### config.mk
export PLATFORM = sky130hd
export DESIGN_NAME = wdt_kick_master
export DESIGN_NICKNAME = d
export VERILOG_FILES = /design/src/rtl/wdt_kick_master.sv
export SDC_FILE = /design/constraint.sdc
export NUM_CORES = 1
export LEC_CHECK = 0
export ABC_AREA = 1
export CORE_MARGIN = 1.5
export CORE_UTILIZATION = 40
export CTS_CLUSTER_SIZE = 10
export DETAILED_ROUTE_END_ITERATION = 10
export PLACE_DENSITY = 0.71
export SLEW_MARGIN = 30
export SYNTH_ARGS = -nofsm -noshare
export SYNTH_HDL_FRONTEND = slang
export SYNTH_SLANG_ARGS = --single-unit
### constraint.sdc
create_clock -name clk_sys_i -period 4 [get_ports clk_sys_i]
set_input_delay 0.4 -clock clk_sys_i [delete_from_list [all_inputs] [get_ports clk_sys_i]]
set_output_delay 0.4 -clock clk_sys_i [all_outputs]
set_load 0.03 [all_outputs]
### src/rtl/wdt_kick_master.sv
// Bus master that programs the system watchdog and keeps it kicked
// while the host heartbeat stays alive.
module wdt_kick_master #(
  parameter int unsigned MM_ADDR_WIDTH = 8,
  parameter int unsigned MM_DATA_WIDTH = 16,
  parameter logic [MM_ADDR_WIDTH-1:0] REG_ADDR_SWDT_CTRL = 'h0A,
  parameter logic [MM_ADDR_WIDTH-1:0] REG_ADDR_SWDT_VAL  = 'h0C,
  localparam int unsigned TW = 13,
  localparam int unsigned KW = 16
) (
  input  logic                     clk_sys_i,
  input  logic                     rst_n_i,
  output logic [MM_ADDR_WIDTH-1:0] mm_m_addr_o,
  output logic [MM_DATA_WIDTH-1:0] mm_m_wdata_o,
  input  logic [MM_DATA_WIDTH-1:0] mm_m_rdata_i,
  output logic                     mm_m_we_o,
  input  logic                     clk_8hz_i,
  input  logic                     cfg_en_i,
  input  logic [TW-1:0]            cfg_timeout_i,
  input  logic [TW-1:0]            cfg_kick_div_i,
  input  logic                     host_alive_i,
  input  logic                     wdt_ot_i,
  output logic                     busy_o,
  output logic                     err_o,
  output logic                     starve_o,
  output logic                     ot_seen_o,
  output logic [KW-1:0]            kick_cnt_o
);

  localparam logic [MM_DATA_WIDTH-1:0] CTRL_KICK = MM_DATA_WIDTH'(16'h5A01);
  localparam logic [MM_DATA_WIDTH-1:0] CTRL_DIS  = MM_DATA_WIDTH'(16'h2700);

  typedef enum logic [3:0] {
    ST_IDLE,
    ST_CFG_WR,
    ST_CFG_RD,
    ST_EN_WR,
    ST_RUN,
    ST_KICK_WR,
    ST_KICK_RD,
    ST_DIS_WR,
    ST_ERR
  } state_t;

  state_t          state;
  state_t          state_nxt;
  logic            clk8_q;
  logic            tick;
  logic            alive_q;
  logic [TW-1:0]   div_cnt;
  logic [TW-1:0]   div_eff;
  logic [TW-1:0]   timeout_q;
  logic            div_expire;

  // Readback only ever inspects the low bits; the rest is don't-care.
  logic            unused_rdata;
  assign unused_rdata = ^mm_m_rdata_i[MM_DATA_WIDTH-1:TW];

  assign tick       = clk_8hz_i & ~clk8_q;
  assign div_eff    = (cfg_kick_div_i == '0) ? TW'(1) : cfg_kick_div_i;
  assign div_expire = tick && (div_cnt <= TW'(1));

  // Next-state decode; a dropped enable redirects any busy state to DIS_WR.
  always_comb begin
    state_nxt = state;
    unique case (state)
      ST_IDLE:    if (cfg_en_i) state_nxt = ST_CFG_WR;
      ST_CFG_WR:  state_nxt = cfg_en_i ? ST_CFG_RD : ST_DIS_WR;
      ST_CFG_RD: begin
        if (!cfg_en_i)                                state_nxt = ST_DIS_WR;
        else if (mm_m_rdata_i[TW-1:0] != timeout_q)   state_nxt = ST_ERR;
        else                                          state_nxt = ST_EN_WR;
      end
      ST_EN_WR:   state_nxt = cfg_en_i ? ST_RUN : ST_DIS_WR;
      ST_RUN: begin
        if (!cfg_en_i)                  state_nxt = ST_DIS_WR;
        else if (div_expire && alive_q) state_nxt = ST_KICK_WR;
      end
      ST_KICK_WR: state_nxt = cfg_en_i ? ST_KICK_RD : ST_DIS_WR;
      ST_KICK_RD: begin
        if (!cfg_en_i)            state_nxt = ST_DIS_WR;
        else if (!mm_m_rdata_i[0]) state_nxt = ST_ERR;
        else                      state_nxt = ST_RUN;
      end
      ST_DIS_WR:  state_nxt = ST_IDLE;
      ST_ERR:     if (!cfg_en_i) state_nxt = ST_DIS_WR;
      default:    state_nxt = ST_IDLE;
    endcase
  end

  // State, bus outputs, divider, alive latch and sticky flags.
  always_ff @(posedge clk_sys_i or negedge rst_n_i) begin
    if (!rst_n_i) begin
      state        <= ST_IDLE;
      clk8_q       <= 1'b0;
      alive_q      <= 1'b0;
      div_cnt      <= '0;
      timeout_q    <= '0;
      mm_m_addr_o  <= '0;
      mm_m_wdata_o <= '0;
      mm_m_we_o    <= 1'b0;
      busy_o       <= 1'b0;
      err_o        <= 1'b0;
      starve_o     <= 1'b0;
      ot_seen_o    <= 1'b0;
      kick_cnt_o   <= '0;
    end else begin
      state     <= state_nxt;
      clk8_q    <= clk_8hz_i;
      busy_o    <= !(state_nxt inside {ST_IDLE, ST_RUN, ST_ERR});
      err_o     <= (state_nxt == ST_ERR);
      mm_m_we_o <= 1'b0;

      unique case (state_nxt)
        ST_CFG_WR: begin
          mm_m_we_o    <= 1'b1;
          mm_m_addr_o  <= REG_ADDR_SWDT_VAL;
          mm_m_wdata_o <= MM_DATA_WIDTH'(cfg_timeout_i);
          timeout_q    <= cfg_timeout_i;
          starve_o     <= 1'b0;
          kick_cnt_o   <= '0;
          ot_seen_o    <= 1'b0;
        end
        ST_CFG_RD:  mm_m_addr_o <= REG_ADDR_SWDT_VAL;
        ST_EN_WR: begin
          mm_m_we_o    <= 1'b1;
          mm_m_addr_o  <= REG_ADDR_SWDT_CTRL;
          mm_m_wdata_o <= CTRL_KICK;
        end
        ST_KICK_WR: begin
          mm_m_we_o    <= 1'b1;
          mm_m_addr_o  <= REG_ADDR_SWDT_CTRL;
          mm_m_wdata_o <= CTRL_KICK;
          kick_cnt_o   <= kick_cnt_o + KW'(1);
        end
        ST_KICK_RD: mm_m_addr_o <= REG_ADDR_SWDT_CTRL;
        ST_DIS_WR: begin
          mm_m_we_o    <= 1'b1;
          mm_m_addr_o  <= REG_ADDR_SWDT_CTRL;
          mm_m_wdata_o <= CTRL_DIS;
        end
        default: ;
      endcase

      if (wdt_ot_i) ot_seen_o <= 1'b1;

      if (state == ST_EN_WR) begin
        div_cnt <= div_eff;
      end else if (state == ST_RUN && tick) begin
        if (div_cnt <= TW'(1)) begin
          div_cnt <= div_eff;
          if (cfg_en_i && !alive_q) starve_o <= 1'b1;
        end else begin
          div_cnt <= div_cnt - TW'(1);
        end
      end

      // A pulse arriving on the kick cycle is kept for the next interval.
      if (host_alive_i)                 alive_q <= 1'b1;
      else if (state_nxt == ST_KICK_WR) alive_q <= 1'b0;
    end
  end

endmodule
# Word level (Yosys, flattened, before mapping)
# Index checks and enable logic that the tools add are counted.
dict set report word_totals {
  ff_bits 77
  output_inout_bits 45
  word_cells 83
}
dict set report op_classes {
  addsub 2
  n_lt_le_gt_ge 1
  n_eq_ne 16
  mux 29
  bitwise 2
  n_reduce_logical 20
}
# cell count
set op_table {}
lappend op_table {{two-way mux 13 bit} 4}
lappend op_table {{one-hot mux 16 bit (3 select lines)} 1}
lappend op_table {{two-way mux 4 bit} 8}
lappend op_table {{one-hot mux 16 bit (2 select lines)} 1}
lappend op_table {{one-hot mux 4 bit (8 select lines)} 1}
lappend op_table {{== test 4 x 3 -> 1 bit (second input constant)} 7}
lappend op_table {{adder 16 x 1 -> 16 bit (second input constant)} 1}
lappend op_table {{== test 4 x 2 -> 1 bit (second input constant)} 4}
lappend op_table {{one-hot mux 8 bit (2 select lines)} 1}
lappend op_table {{less-or-equal comparator 13 x 1 -> 1 bit (second input constant)} 1}
lappend op_table {{logical NOT 13 bit} 1}
lappend op_table {{inequality test 13 bit} 1}
lappend op_table {{subtractor 13 x 1 -> 13 bit (second input constant)} 1}
lappend op_table {{two-way mux 1 bit} 11}
lappend op_table {{nonzero test 2 bit} 5}
lappend op_table {{== test 4 x 1 -> 1 bit (second input constant)} 2}
lappend op_table {{== test 4 bit (second input constant)} 2}
lappend op_table {{logical NOT 4 bit} 2}
lappend op_table {{OR reduction 4 bit} 2}
lappend op_table {{nonzero test 3 bit} 2}
lappend op_table {{logical AND 1 bit} 4}
lappend op_table {{OR reduction 2 bit} 2}
lappend op_table {{two-way mux 3 bit} 1}
lappend op_table {{logical NOT 1 bit} 2}
lappend op_table {{3 further kinds} 3}

# Logic depth before layout (Yosys ltp)
dict set report depth {
  depth_word 13
  mapped_depth 15
  depth_no_buf 15
}

# Worst setup path before layout
# Ideal clock, no wire load.
dict set report synth_timing {
  kind {reg2reg}
  start {reg kick_cnt_o[0]}
  end {reg kick_cnt_o[14]}
  t_arrival_ns 1.759
  path_slack_ns 2.112
  path_stages_with_launch 10
  period_less_slack_ns 1.888
  cell_sequence {dfrtp_1 > ha_1 > nand2_1 > nor2_1 > nand4_1 > nor2_1 > nand4_1 > nor2_1 > xor2_1 > o22ai_2}
}
dict set report synth_via {
  elab_chain_cells 2
}
# element line_no
set synth_rtl {}
lappend synth_rtl {{start: declaration} 27} ;# output logic [KW-1:0] kick_cnt_o
lappend synth_rtl {{start signal: assignment} 134} ;# kick_cnt_o <= kick_cnt_o + KW'(1);
lappend synth_rtl {{adder 16 x 1 -> 16 bit} 134}
lappend synth_rtl {{one-hot mux 16 bit (2 select lines)} 114} ;# unique case (state_nxt)
# No other way between the ends.
# A chain may end at the register's enable or synchronous reset.

# Final worst setup path
dict set report layout_timing {
  start {in cfg_en_i}
  end {reg mm_m_wdata_o[0]}
}
dict set report layout_via {
  elab_chain_cells 5
  word_cells_on_any_way 16
  classes_between {4 x eq/ne; 10 x mux; 2 x reduce/logical}
}
# element line_no
set layout_rtl {}
lappend layout_rtl {{start: declaration} 18} ;# input logic cfg_en_i,
lappend layout_rtl {{two-way mux 4 bit (tied with other cells)} 86} ;# ST_ERR: if (!cfg_en_i) state_nxt = ST_DIS_WR;
lappend layout_rtl {{one-hot mux 4 bit (8 select lines) *} 66} ;# unique case (state)
lappend layout_rtl {{named net state_nxt[0]} 46} ;# state_t state_nxt;
lappend layout_rtl {{== test 4 x 3 -> 1 bit / == test 4 x 2 -> 1 bit (equally long branches)} 114}
lappend layout_rtl {{OR reduction 2 bit (no line)} -}
lappend layout_rtl {{one-hot mux 16 bit (3 select lines) / nonzero test 3 bit (equally long branches)} -}
lappend layout_rtl {{end signal: assignment} 118} ;# mm_m_wdata_o <= MM_DATA_WIDTH'(cfg_timeout_i);
lappend layout_rtl {{end: declaration} 14} ;# output logic [MM_DATA_WIDTH-1:0] mm_m_wdata_o,
# The timed path passes the listed nets; every way through them passes the cells marked *. The select of a mux whose other input is x is not followed.

==> summary.txt <==
Routing
  • Drt pass-1 iters: 4
  • DR DRC count: 0
  • Via count: 3530
  • DRT iter0 DRCs: 100
  • Via density: 4.87
  • Detail Route Antenna Nets: 0
  • DR WL/cell: 12.8 um
  • Wirelength, routed: 9.27 mm

Global route
  • Vias in the first global route: 3419
  • Total track usage: 18.8%
  • Remaining global-route overflow: 0
  • Largest net degree at the start of global routing: 44
  • Global-route wire length before repair: 15.4 mm
  • Initial antenna violation count: 0

Die
  • Die footprint: 10500 um^2
  • Chip width: 102 um
  • Die Y-Extent: 102 um
  • I/O Pins: 93
  • Core box area: 9680 um^2
  • Row Count: 36
  • Starting Density: 40.7%

Layout
  • Final #Nets: 638
  • Layout cells sized above 1: 8.61%
  • Area Growth Syn to Fin: 29.1%
  • Antenna cells: 0

STA
  • Final Max Slew Viols: 0
  • RSZ-0062 raised after global routing: false
  • Final Hold Viols: 0
  • F_max: 0.443 GHz
  • Tmin final: 2.26 ns
  • Clk_skew: 0.0118 ns
  • Fin crit share: 56.5%
  • Worst slew pin tran: 0.662 ns
  • Setup TNS: 0 ns
  • Worst Hold Slack: 0.0821 ns
  • Slew Limit Headroom: 55.9%
  • Final setup viols: 0
  • Fin worst setup slack: 1.74 ns

Clock tree
  • Clock sink count: 71
  • Post-CTS sizing: 0
  • CTS tree: done
  • Root Buffer: clkbuf_8
  • Worst-case clock buffer depth: 2
  • Clock Pin Slew Worst Setup and Hold Paths: 0.08 ns
  • H-Tree Depth: 3
  • Hold Buf Count CTS: 0
  • Postcts setup bufs: 0
  • CTS buffer count: 9
  • Clock insertion delay at the later pin of the skew report: 0.34 ns

Setup path
  • R2R setup slack: 1.89 ns
  • Reg2reg path depth: 12
  • Worst Path Arrival: 2.48 ns
  • Crit Path Max Fanout: 18
  • Reg2reg start: state[3]
  • Critical path type: in2reg
  • WP data required: 4.22 ns
  • CP Launch Type: input port
  • Critical Path Start: cfg_en_i
  • R2R Path End: div_cnt[10]
  • Worst setup EP type: register

Synth
  • Synth Area per Inst: 7.85 um^2
  • EDFF count, synth: 0
  • Post-synth ARST share: 100%
  • Top FF cell, synth: dfrtp_1
  • Commonest cells post-synth: 149 x nand2_1, 71 x dfrtp_1, 65 x inv_1
  • Post-synth cell types: 41
  • Synth top area share: 45.1%
  • Seq/Total Area, Yosys: 45.1%
  • #FFs+latches synth: 71
  • Most frequent cell after synthesis: nand2_1
  • Cell taking the most area after synthesis: dfrtp_1
  • Synth top area cells: dfrtp_1 45%, nand2_1 14%, inv_1 6.2%, o21ai_0 5.2%, nor2_1 4.0%
  • Syn Inst Count: 502
  • Synthesis Warnings: 0
  • Mapped cell area: 3940 um^2

Placement
  • DPL Wire Length: 6.84 mm
  • Port Buffer Count: 83
  • RD Place Congestion: 0.955
  • Placement Setup Slack: 1.38 ns

Status
  • Status: finished clean

Min path
  • Worst Hold Class: in2async

Pwr
  • Static Leak: 2.40 nW
  • Tot Pwr: 3.71 mW
  • Power per cell area: 729 nW/um^2
  • Peak supply drop: 0.302 mV

Run
  • Max cap viols: 0
==> worst max path at each step <==
stage / to / slack [ns] / cells after the start
detailed placement: mm_m_wdata_o[9] / 1.38 / 9
global placement: mm_m_wdata_o[9] / 1.38 / 9
CTS: timeout_q[11] / 1.74 / 7
finish: mm_m_wdata_o[0] / 1.74 / 10
floorplan: kick_cnt_o[14] / 2.11 / 9
global route: timeout_q[11] / 1.50 / 7
==> worst max-delay path: stages <==
cell             delay [ns]
clkdlybuf4s50_1        0.68
inv_2                  0.14
nand4_1                0.15
nand2_2                0.12
o21ai_4                0.22
nand3_2                0.18
nand3_4                0.29
nand2_1                0.11
inv_2                  0.11
nand3_1                0.08
==> layout make-up <==
cell class                 count  area [um^2]
tap                          133          166
multi-input combinational    349         1810
timing repair buffer          84          833
fill                         930         4590
clock inverter                 6          109
clock buffer                  10          128
inverter                      72          272
sequential                    71         1780
==> flip-flops by register name (all words and copies together) (netlist names) <==
name / flops
alive_q: 1
busy_o: 1
clk8_q: 1
div_cnt: 13
err_o: 1
kick_cnt_o: 16
mm_m_addr_o: 3
mm_m_wdata_o: 15
mm_m_we_o: 1
ot_seen_o: 1
starve_o: 1
state: 4
timeout_q: 13
==> logic make-up (layout without fill, tap and decap cells) <==
logic type | Yosys count | after routing | share of synthesized area, %
flops | 71 | 71 | 45.1
simple gates | 251 | 251 | 28.5
fa+ha+maj | 3 | 3 | 0.952
other cells | 1 | 6 | 0.0951
compound gates | 71 | 71 | 11.8
xor+xnor | 17 | 17 | 3.78
mux | 1 | 1 | 0.254
buf+inv | 87 | 172 | 9.58
==> stage by stage <==
step	instances	area (um^2)	util [%]
2_1_floorplan	507	3960	-
3_3_place_gp	709	4850	50.1
3_5_place_dp	709	4850	50.1
4_1_cts	725	5090	52.6
5_1_grt	725	5090	52.6
6_report	725	5090	52.6
==> placed cells by master (no fill, tap or decap), drive strengths merged, types with 10 or more instances in the layout <==
| cell type | n |
|---|---|
| clkbuf | 10 |
| clkdlybuf4s50 | 82 |
| dfrtp | 71 |
| inv | 71 |
| nand2 | 153 |
| nand3 | 30 |
| nand4 | 10 |
| nor2 | 48 |
| o21ai | 46 |
| xor2 | 12 |
==> report_power, final <==
group | switching, mW | internal [mW]
clock network | 0.275 | 0.414
registers | 0.186 | 0.982
logic | 1.21 | 0.650
==> layer usage <==
layer,global-route usage (%),part of all wire [%],vias up
li1,-,-,1762
met1,23.6,45,1697
met2,32.2,50,61
met3,4.45,3.8,10
met4,5.48,1.3,0
met5,0,0,-
(Power assumes the default switching activity.)
